<file path="src/rtl/ballot_pkg.sv">
// rtl/ballot_pkg.sv - shared types, defaults and helpers for the ballot console
package ballot_pkg;

    typedef enum logic [2:0] {
        ST_LOCKED,
        ST_ARMED,
        ST_SELECTED,
        ST_SEND_VOTE,
        ST_SEND_CONFIRM,
        ST_VVPAT
    } state_e;

    typedef enum logic [1:0] {
        CAND_NONE = 2'b00,
        CAND_A    = 2'b01,
        CAND_B    = 2'b10,
        CAND_C    = 2'b11
    } cand_e;

    localparam int TIMEOUT_CYCLES_DEF = 1000;
    localparam int VVPAT_CYCLES_DEF   = 16;
    localparam int TOTAL_W_DEF        = 10;

    // Candidate edge vector is {C, B, A}
    function automatic logic single_hot(input logic [2:0] v);
        return (v == 3'b001) || (v == 3'b010) || (v == 3'b100);
    endfunction

    function automatic cand_e onehot_to_cand(input logic [2:0] v);
        cand_e c;
        case (v)
            3'b001:  c = CAND_A;
            3'b010:  c = CAND_B;
            3'b100:  c = CAND_C;
            default: c = CAND_NONE;
        endcase
        return c;
    endfunction

endpackage

</file>
<file path="src/rtl/btn_edge_det.sv">
// rtl/btn_edge_det.sv - registered rising-edge detector for a vector of debounced levels
module btn_edge_det #(
    parameter int W = 1
) (
    input  logic         clk,
    input  logic         reset_n,
    input  logic [W-1:0] btn_i,
    output logic [W-1:0] rise_o
);

    logic [W-1:0] prev_q;
    logic [W-1:0] rise_q;

    always_ff @(posedge clk) begin
        if (!reset_n) begin
            prev_q <= '0;
            rise_q <= '0;
        end else begin
            prev_q <= btn_i;
            rise_q <= btn_i & ~prev_q;
        end
    end

    assign rise_o = rise_q;

endmodule

</file>
<file path="src/rtl/ballot_unit.sv">
// rtl/ballot_unit.sv - voter console FSM driving the vote counter; VVPAT_EN adds the VVPAT display state
module ballot_unit
    import ballot_pkg::*;
#(
    parameter int TIMEOUT_CYCLES = TIMEOUT_CYCLES_DEF,
    parameter int VVPAT_CYCLES   = VVPAT_CYCLES_DEF,
    parameter int TOTAL_W        = TOTAL_W_DEF
) (
    input  logic               clk,
    input  logic               reset_n,
    input  logic               ballot_issue,
    input  logic               btn_A,
    input  logic               btn_B,
    input  logic               btn_C,
    input  logic               btn_confirm,
    output logic               enable_vote,
    output logic               vote_A,
    output logic               vote_B,
    output logic               vote_C,
    output logic               confirm_vote,
    output logic               ready,
    output logic [1:0]         sel,
    output logic               timeout_pulse,
    output logic [TOTAL_W-1:0] ballots_cast,
    output logic               vvpat_show
);

    localparam int CNT_MAX = (TIMEOUT_CYCLES > VVPAT_CYCLES) ? TIMEOUT_CYCLES : VVPAT_CYCLES;
    localparam int CNT_W   = $clog2(CNT_MAX + 1);

    logic [4:0] rise;
    logic       issue_e, conf_e, one_cand;
    logic [2:0] cand_e_v;

    btn_edge_det #(.W(5)) u_edge (
        .clk     (clk),
        .reset_n (reset_n),
        .btn_i   ({btn_confirm, btn_C, btn_B, btn_A, ballot_issue}),
        .rise_o  (rise)
    );

    assign issue_e  = rise[0];
    assign cand_e_v = rise[3:1];
    assign conf_e   = rise[4];
    assign one_cand = single_hot(cand_e_v);

    state_e             state_q, state_d;
    cand_e              sel_q, sel_d;
    logic [CNT_W-1:0]   cnt_q, cnt_d;
    logic [TOTAL_W-1:0] total_q, total_d;
    logic [2:0]         vote_q, vote_d;
    logic               enable_q, enable_d, confirm_q, confirm_d;
    logic               ready_q, ready_d, tmo_q, tmo_d, vvpat_q, vvpat_d;

    always_ff @(posedge clk) begin
        if (!reset_n) begin
            state_q   <= ST_LOCKED;
            sel_q     <= CAND_NONE;
            cnt_q     <= '0;
            total_q   <= '0;
            vote_q    <= '0;
            enable_q  <= 1'b0;
            confirm_q <= 1'b0;
            ready_q   <= 1'b0;
            tmo_q     <= 1'b0;
            vvpat_q   <= 1'b0;
        end else begin
            state_q   <= state_d;
            sel_q     <= sel_d;
            cnt_q     <= cnt_d;
            total_q   <= total_d;
            vote_q    <= vote_d;
            enable_q  <= enable_d;
            confirm_q <= confirm_d;
            ready_q   <= ready_d;
            tmo_q     <= tmo_d;
            vvpat_q   <= vvpat_d;
        end
    end

    always_comb begin
        state_d = state_q;
        sel_d   = sel_q;
        cnt_d   = cnt_q;
        tmo_d   = 1'b0;
        case (state_q)
            ST_LOCKED: begin
                sel_d = CAND_NONE;
                cnt_d = '0;
                if (issue_e) state_d = ST_ARMED;
            end
            ST_ARMED, ST_SELECTED: begin
                // Confirm outranks any coincident candidate edge
                if (state_q == ST_SELECTED && conf_e) begin
                    state_d = ST_SEND_VOTE;
                    cnt_d   = '0;
                end else if (one_cand) begin
                    state_d = ST_SELECTED;
                    sel_d   = onehot_to_cand(cand_e_v);
                    cnt_d   = '0;
                end else if (cnt_q == CNT_W'(TIMEOUT_CYCLES - 1)) begin
                    state_d = ST_LOCKED;
                    sel_d   = CAND_NONE;
                    cnt_d   = '0;
                    tmo_d   = 1'b1;
                end else begin
                    cnt_d = cnt_q + CNT_W'(1);
                end
            end
            ST_SEND_VOTE: state_d = ST_SEND_CONFIRM;
            ST_SEND_CONFIRM: begin
                cnt_d = '0;
`ifdef VVPAT_EN
                state_d = ST_VVPAT;
`else
                state_d = ST_LOCKED;
                sel_d   = CAND_NONE;
`endif
            end
            ST_VVPAT: begin
`ifdef VVPAT_EN
                if (cnt_q == CNT_W'(VVPAT_CYCLES - 1)) begin
                    state_d = ST_LOCKED;
                    sel_d   = CAND_NONE;
                    cnt_d   = '0;
                end else begin
                    cnt_d = cnt_q + CNT_W'(1);
                end
`else
                state_d = ST_LOCKED;
                sel_d   = CAND_NONE;
`endif
            end
            default: begin
                state_d = ST_LOCKED;
                sel_d   = CAND_NONE;
                cnt_d   = '0;
            end
        endcase

        enable_d  = (state_d == ST_SEND_VOTE) || (state_d == ST_SEND_CONFIRM);
        confirm_d = (state_d == ST_SEND_CONFIRM);
        ready_d   = (state_d == ST_ARMED) || (state_d == ST_SELECTED);
        vote_d    = '0;
        if (state_d == ST_SEND_VOTE)
            vote_d = {sel_d == CAND_C, sel_d == CAND_B, sel_d == CAND_A};
        total_d = total_q;
        if (state_d == ST_SEND_CONFIRM && total_q != {TOTAL_W{1'b1}})
            total_d = total_q + TOTAL_W'(1);
`ifdef VVPAT_EN
        vvpat_d = (state_d == ST_VVPAT);
`else
        vvpat_d = 1'b0;
`endif
    end

    assign enable_vote   = enable_q;
    assign vote_A        = vote_q[0];
    assign vote_B        = vote_q[1];
    assign vote_C        = vote_q[2];
    assign confirm_vote  = confirm_q;
    assign ready         = ready_q;
    assign sel           = sel_q;
    assign timeout_pulse = tmo_q;
    assign ballots_cast  = total_q;
    assign vvpat_show    = vvpat_q;

endmodule
</file>
<file path="config.mk">
export PLATFORM = sky130hd
export DESIGN_NAME = ballot_unit
export DESIGN_NICKNAME = d
export VERILOG_FILES = /design/src/rtl/ballot_pkg.sv /design/src/rtl/btn_edge_det.sv /design/src/rtl/ballot_unit.sv
export SDC_FILE = /design/constraint.sdc
export NUM_CORES = 1
export LEC_CHECK = 0
export BUFFER_PORTS_ARGS = -buffer_cell sky130_fd_sc_hd__buf_2
export CELL_PAD_IN_SITES_DETAIL_PLACEMENT = 2
export CELL_PAD_IN_SITES_GLOBAL_PLACEMENT = 2
export CORE_MARGIN = 2
export CORE_UTILIZATION = 37
export CTS_CLUSTER_SIZE = 20
export DETAILED_ROUTE_END_ITERATION = 7
export HOLD_SLACK_MARGIN = 0.05
export PLACE_DENSITY = 0.89
export SLEW_MARGIN = 0
export SYNTH_ARGS = -nofsm -noshare
export SYNTH_HDL_FRONTEND = slang
export SYNTH_SLANG_ARGS = --single-unit
</file>
<file path="constraint.sdc">
create_clock -name clk -period 5.2 [get_ports clk]
set_clock_uncertainty 0.2 [all_clocks]
set_input_delay 0.52 -clock clk [delete_from_list [all_inputs] [get_ports clk]]
set_output_delay 0.52 -clock clk [all_outputs]
set_load 0.02 [all_outputs]
</file>
==> results of run 1 <==
==> logic make-up after synthesis <==
logic type | share of synthesized area
other | 0.00195
buffers and inverters | 0.0449
and+or+nand+nor | 0.274
AOI/OAI and AO/OA | 0.156
DFF | 0.437
adders and majority gates | 0.0130
xor gates and xnor gates | 0.0631
muxes | 0.0104
==> final cells by class <==
type / instances / area (µm²)
clock buffer: 6 / 82.6
fill: 594 / 2910
timing repair buffer: 25 / 125
inverter: 6 / 22.5
sequential: 42 / 841
clock inverter: 2 / 12.5
multi-input combinational: 148 / 996
tap: 70 / 87.6
==> worst max path at each step <==
stage,from,end,slack [ps],depth (start not counted)
2_1_floorplan,ballots_cast[3],ballots_cast[0],3460,4
3_3_place_gp,state_q[0],ballots_cast[7],3070,4
3_5_place_dp,state_q[0],ballots_cast[7],2970,4
4_1_cts,state_q[0],ballots_cast[6],2930,4
5_1_grt,state_q[0],vote_q[1],2760,4
6_report,state_q[0],ballots_cast[6],2930,4
==> layer usage <==
metal  part of all wire  GRT usage  wire (µm)  vias up
met5                  0          0          0        -
met4              0.014     0.0600         66        0
met3              0.030     0.0391        143        8
met2               0.52      0.321       2450       21
met1               0.44      0.210       2080      790
li1                   -          -          -      773
==> flip-flops by register name, summed over array words and instances, names as in the netlist <==
signal         cells
u_edge.rise_o      5
ballots_cast      10
timeout_pulse      1
vote_q             3
confirm_vote       1
sel                2
enable_vote        1
state_q            3
ready              1
u_edge.prev_q      5
cnt_q             10
==> power by group <==
group	switching, W	internal (W)	total (W)
combinational	0.0000261	0.0000169	0.0000430
sequential	0.0000101	0.000329	0.000339
clock	0.000118	0.000107	0.000224
==> per-stage QoR <==
stage	area, µm²	hold slack [ps]	cells
6_report	2170	186	299
5_1_grt	2170	198	299
4_1_cts	2170	192	299
3_5_place_dp	2070	180	291
3_3_place_gp	2070	171	291
2_1_floorplan	1920	167	207
==> placed cells by master (no fill, tap or decap), types with 6 or more instances in the layout <==
cell       n
a21oi_1   13
xnor2_1   10
clkbuf_8   6
and2_1     9
nor2_1    15
buf_2     25
nand2_1   16
nand2b_1   6
nor3_1     6
dfxtp_1   42
nand3_1    9
inv_1      6
==> qor.yml, run 1 <==
run_status:
  outcome: "finished clean"
yosys:
  synth_seq_cells: 42
  synth_cell_types: 49
  synth_cells: 207
  seq_area_frac_synth: 0.437
  ys.flop_type: "dfxtp_1"
  yosys.area.top_type: "dfxtp_1"
  synth.yosys.warnings: 0
  synth_top_cell_area_share: 0.437
  synth_area_um2: 1920
  synth.most_common_cell: "dfxtp_1"
  syn_nets: 216
  synthArstFlopShare: 0
  ys_top_cells_by_area: "dfxtp_1, xnor2_1, a21oi_1, nand2_1, and2_1"
  synthTopCellsByCount: "dfxtp_1, nand2_1, nor2_1, a21oi_1, xnor2_1"
  synth_edf_count: 0
  avgSynthCellArea_um2: 9.29
cells_and_area:
  diodes: 0
  fin_nets: 237
  finish.utilization: 0.427
  areaGrowthSynthToFinish_pct: 12.7
  drive_gt1_frac: 0.188
pwr:
  pwr_density_cell_nw_per_um2: 280
  ir_drop_v: 0.000130
  finalPower_w: 0.000606
  p_leak_nw: 0.783
critical_path:
  crit_family: "simple AND/OR/NAND/NOR gates"
  critPathBufInv: 0
  cp.required_ps: 5220
  path_max_fanout: 21
  cp_cell_sequence: "and3b_1, o211ai_1, or4_1, o21ai_0"
  worstReg2RegStart: "state_q[0]"
  critPathKind: "register to register"
  ff2ff_path_depth: 4
  r2r_slack_ps: 2930
  cp.arrival_ps: 2290
  reg2reg_to: "ballots_cast[6]"
  critPathMaxStageDelay_ps: 790
  cp-start-kind: "register"
  crit_slowest_cell: "dfxtp_1"
  endpoint_kind: "register"
grt:
  grt_pass1_wl_um: 8340
  antenna_found_initial: 0
  grt_overflow: 0
  gr-usage-all-layers: 0.178
  grt_pass1_vias: 1670
  grt_max_degree: 24
clocking:
  ctsResizeCount: 0
  clockRootBuffer: "clkbuf_8"
  cts.sinks: 42
  cts_tree: "yes"
  hold_buffers: 0
  cts.clk_slew.worst_paths_ps: 90
  htree_levels: 2
  post_cts_buffers: 0
  cts_buffer_depth: 2
  clkLatencyLatePin_ps: 310
  cts_made_buffers: 5
timing:
  hold_violations: 0
  fin_crit_sh: 0.437
  period_minus_slack_ps: 2270
  drv_slew: 0
  timing.final.ws_setup_ps: 2930
  slew_headroom: 0.526
  setup_viol: 0
  tightest_slew_ps: 711
  finalSetupTns_ps: 0
  fmax_ghz: 0.441
  rsz0062_at_grt: "false"
drt:
  drt_wl_total_um: 4740
  vias_per_cell: 5.32
  wl_per_cell_um: 15.8
  dr.pass1.iters: 4
  drtIter0Drc: 41
  detail-route-antenna-nets: 0
  drc_errors: 0
  num_vias: 1592
floorplanning:
  initial_utilization: 0.379
  io-pin-count: 27
  die-area_um2: 5790
  rows: 26
  die_width_um: 76.1
  core-area_um2: 5070
  die_y_um: 76.1
placement:
  post-place-ws_ps: 2970
  dp_hpwl_um: 3460
  io_buffers: 25
  place.gp.congestion: 0.795
min_path:
  whs_path_depth: 1
  hold_end: "u_edge.rise_o[2]"
  hp-class: "register to register"
  worstHoldStart: "u_edge.prev_q[2]"
job:
  max-cap-violations: 0
Note: power is estimated with default switching activity, not from simulation.
==> run 2: changes to the inputs <==
- CORE_UTILIZATION: 37 -> 35
- PLACE_DENSITY: 0.89 -> 0.85
- clock period: 5.2 -> 2.2 ns (I/O delays scaled with it)
==> qor.yml, run 2 (synthesis gave the netlist of run 1 again) <==
timing:
  setup_viol: 0  # unchanged
  period_minus_slack_ps: 2080  # was 2270 ps
  slew_headroom: 0.653  # was 0.526
  timing.hold.ws_ps: 177  # was 186 ps
  fin_crit_sh: 0.947  # was 0.437
  finalSetupTns_ps: 0  # unchanged
  rsz0062_at_grt: "false"  # unchanged
  fmax_ghz: 0.480  # was 0.441 GHz
  drv_slew: 0  # unchanged
  timing.final.ws_setup_ps: 117  # was 2930 ps
  tightest_slew_ps: 520  # was 711 ps
  hold_violations: 0  # unchanged
pwr:
  p_leak_nw: 0.867  # was 0.783 nW
  ir_drop_v: 0.000345  # was 0.000130 V
  pwr_density_cell_nw_per_um2: 724  # was 280 nW/µm²
  finalPower_w: 0.00169  # was 0.000606 W
critical_path:
  path_max_fanout: 9  # was 21
  critPathKind: "register to register"  # unchanged
  cp_cell_sequence: "nor4bb_4, or4b_2, nand4_1, and3b_1"  # was and3b_1, o211ai_1, or4_1, o21ai_0
  critPathMaxStageDelay_ps: 650  # was 790 ps
  cp-start-kind: "register"  # unchanged
  crit_slowest_cell: "dfxtp_1"  # unchanged
  cp.arrival_ps: 2130  # was 2290 ps
  r2r_slack_ps: 120  # was 2930 ps
  cp.required_ps: 2250  # was 5220 ps
  endpoint_kind: "register"  # unchanged
cells_and_area:
  layout_commonest_cell: "dfxtp_1"  # unchanged
  areaGrowthSynthToFinish_pct: 21.2  # was 12.7%
  fin_nets: 249  # was 237
  mostFrequentLayoutCells: "dfxtp_1, buf_2, nand2_1"  # unchanged
  diodes: 0  # unchanged
  drive_gt1_frac: 0.216  # was 0.188
  nFillCells: 581  # was 594
  final_design_area_no_fill_um2: 2330  # was 2170 µm²
floorplanning:
  initial_utilization: 0.369  # was 0.379
  io-pin-count: 27  # unchanged
  core-area_um2: 5200  # was 5070 µm²
  rows: 26  # unchanged
  die_y_um: 78.1  # was 76.1 µm
  die_width_um: 78.1  # was 76.1 µm
  die-area_um2: 6100  # was 5790 µm²
grt:
  gr-usage-all-layers: 0.203  # was 0.178
  grt_pass1_vias: 1858  # was 1670
  grt_pass1_wl_um: 9580  # was 8340 µm
  grt_max_degree: 24  # unchanged
  grt_overflow: 0  # unchanged
  antenna_found_initial: 0  # unchanged
drt:
  vias_per_cell: 5.34  # was 5.32
  num_vias: 1661  # was 1592
  drtIter0Drc: 57  # was 41
  wl_per_cell_um: 18.2  # was 15.8 µm
  drc_errors: 0  # unchanged
  detail-route-antenna-nets: 0  # unchanged
  drt_wl_total_um: 5650  # was 4740 µm
  dr.pass1.iters: 4  # unchanged
placement:
  dp_hpwl_um: 3600  # was 3460 µm
  dpl_cell_area_um2: 2120  # was 2070 µm²
  post-place-ws_ps: 133  # was 2970 ps
  place.gp.congestion: 0.810  # was 0.795
  io_buffers: 25  # unchanged
clocking:
  clockRootBuffer: "clkbuf_8"  # unchanged
  htree_levels: 2  # unchanged
  cts.sinks: 42  # unchanged
  cts_tree: "yes"  # unchanged
  cts_buffer_depth: 2  # unchanged
  cts.clk_slew.worst_paths_ps: 80  # was 90 ps
  clkLatencyLatePin_ps: 300  # was 310 ps
  cts_made_buffers: 5  # unchanged
min_path:
  hp-class: "primary input to register"  # was register to register
job:
  max-cap-violations: 0  # unchanged
run_status:
  outcome: "finished clean"  # unchanged
-- run 2: cell types whose count changed in the layout (fill, tap and decap cells not counted), sizes merged --
cell         before  now
buf              25   32
bufinv            0    2
clkinv            1    0
clkinvlp          1    0
dlygate4sd3       0    5
-- run 2: critical path, delay by kind of cell, from the launching register on --
kind,cells,cell delay [ps]
flip-flops,1,650
AND/OR/NAND/NOR,4,1170
-- run 2: layout make-up --
type / count / area [µm²] / share of cell area
Multi-Input combinational cell: 148 / 1010 / 0.432
Sequential cell: 42 / 843 / 0.362
Timing Repair Buffer: 37 / 228 / 0.0977
Tap cell: 70 / 87.6 / 0.0376
Clock buffer: 6 / 82.6 / 0.0354
Clock inverter: 2 / 60.1 / 0.0258
Inverter: 6 / 22.5 / 0.00966
-- run 2: worst paths after layout --
kind	from	end	cells after the start
worst max-delay path	state_q[2]	vote_q[1]	4
worst min register to register	u_edge.prev_q[4]	u_edge.rise_o[4]	1
worst max register to register	state_q[2]	vote_q[1]	4
worst min-delay path	reset_n	timeout_pulse	3
-- run 2: report_power, final --
part	switching, W	total, W	internal [W]
sequential	0.0000218	0.000800	0.000778
clock	0.000277	0.000761	0.000484
combinational	0.0000759	0.000126	0.0000503
total	0.000375	0.00169	0.00131
-- run 2: routing by layer --
layer | global-route usage | vias to the layer above | part of all wire
met5 | 0 | - | 0
met4 | 0.0702 | 0 | 0.015
met3 | 0.0471 | 9 | 0.028
met2 | 0.366 | 29 | 0.54
met1 | 0.234 | 825 | 0.42
li1 | - | 798 | -
-- run 2: repair_timing --
item	in CTS	in global routing
endpoints found under the setup margin	0	14
hold endpoints to repair	5	0
hold buffers	5	0
resized for setup	0	3
setup buffers	0	0
-- run 2: stage by stage --
stage / cells / util
3_3_place_gp: 298 / 0.408
5_1_grt: 311 / 0.448
6_report: 311 / 0.448
3_5_place_dp: 298 / 0.408
4_1_cts: 311 / 0.445
2_1_floorplan: 207 / -
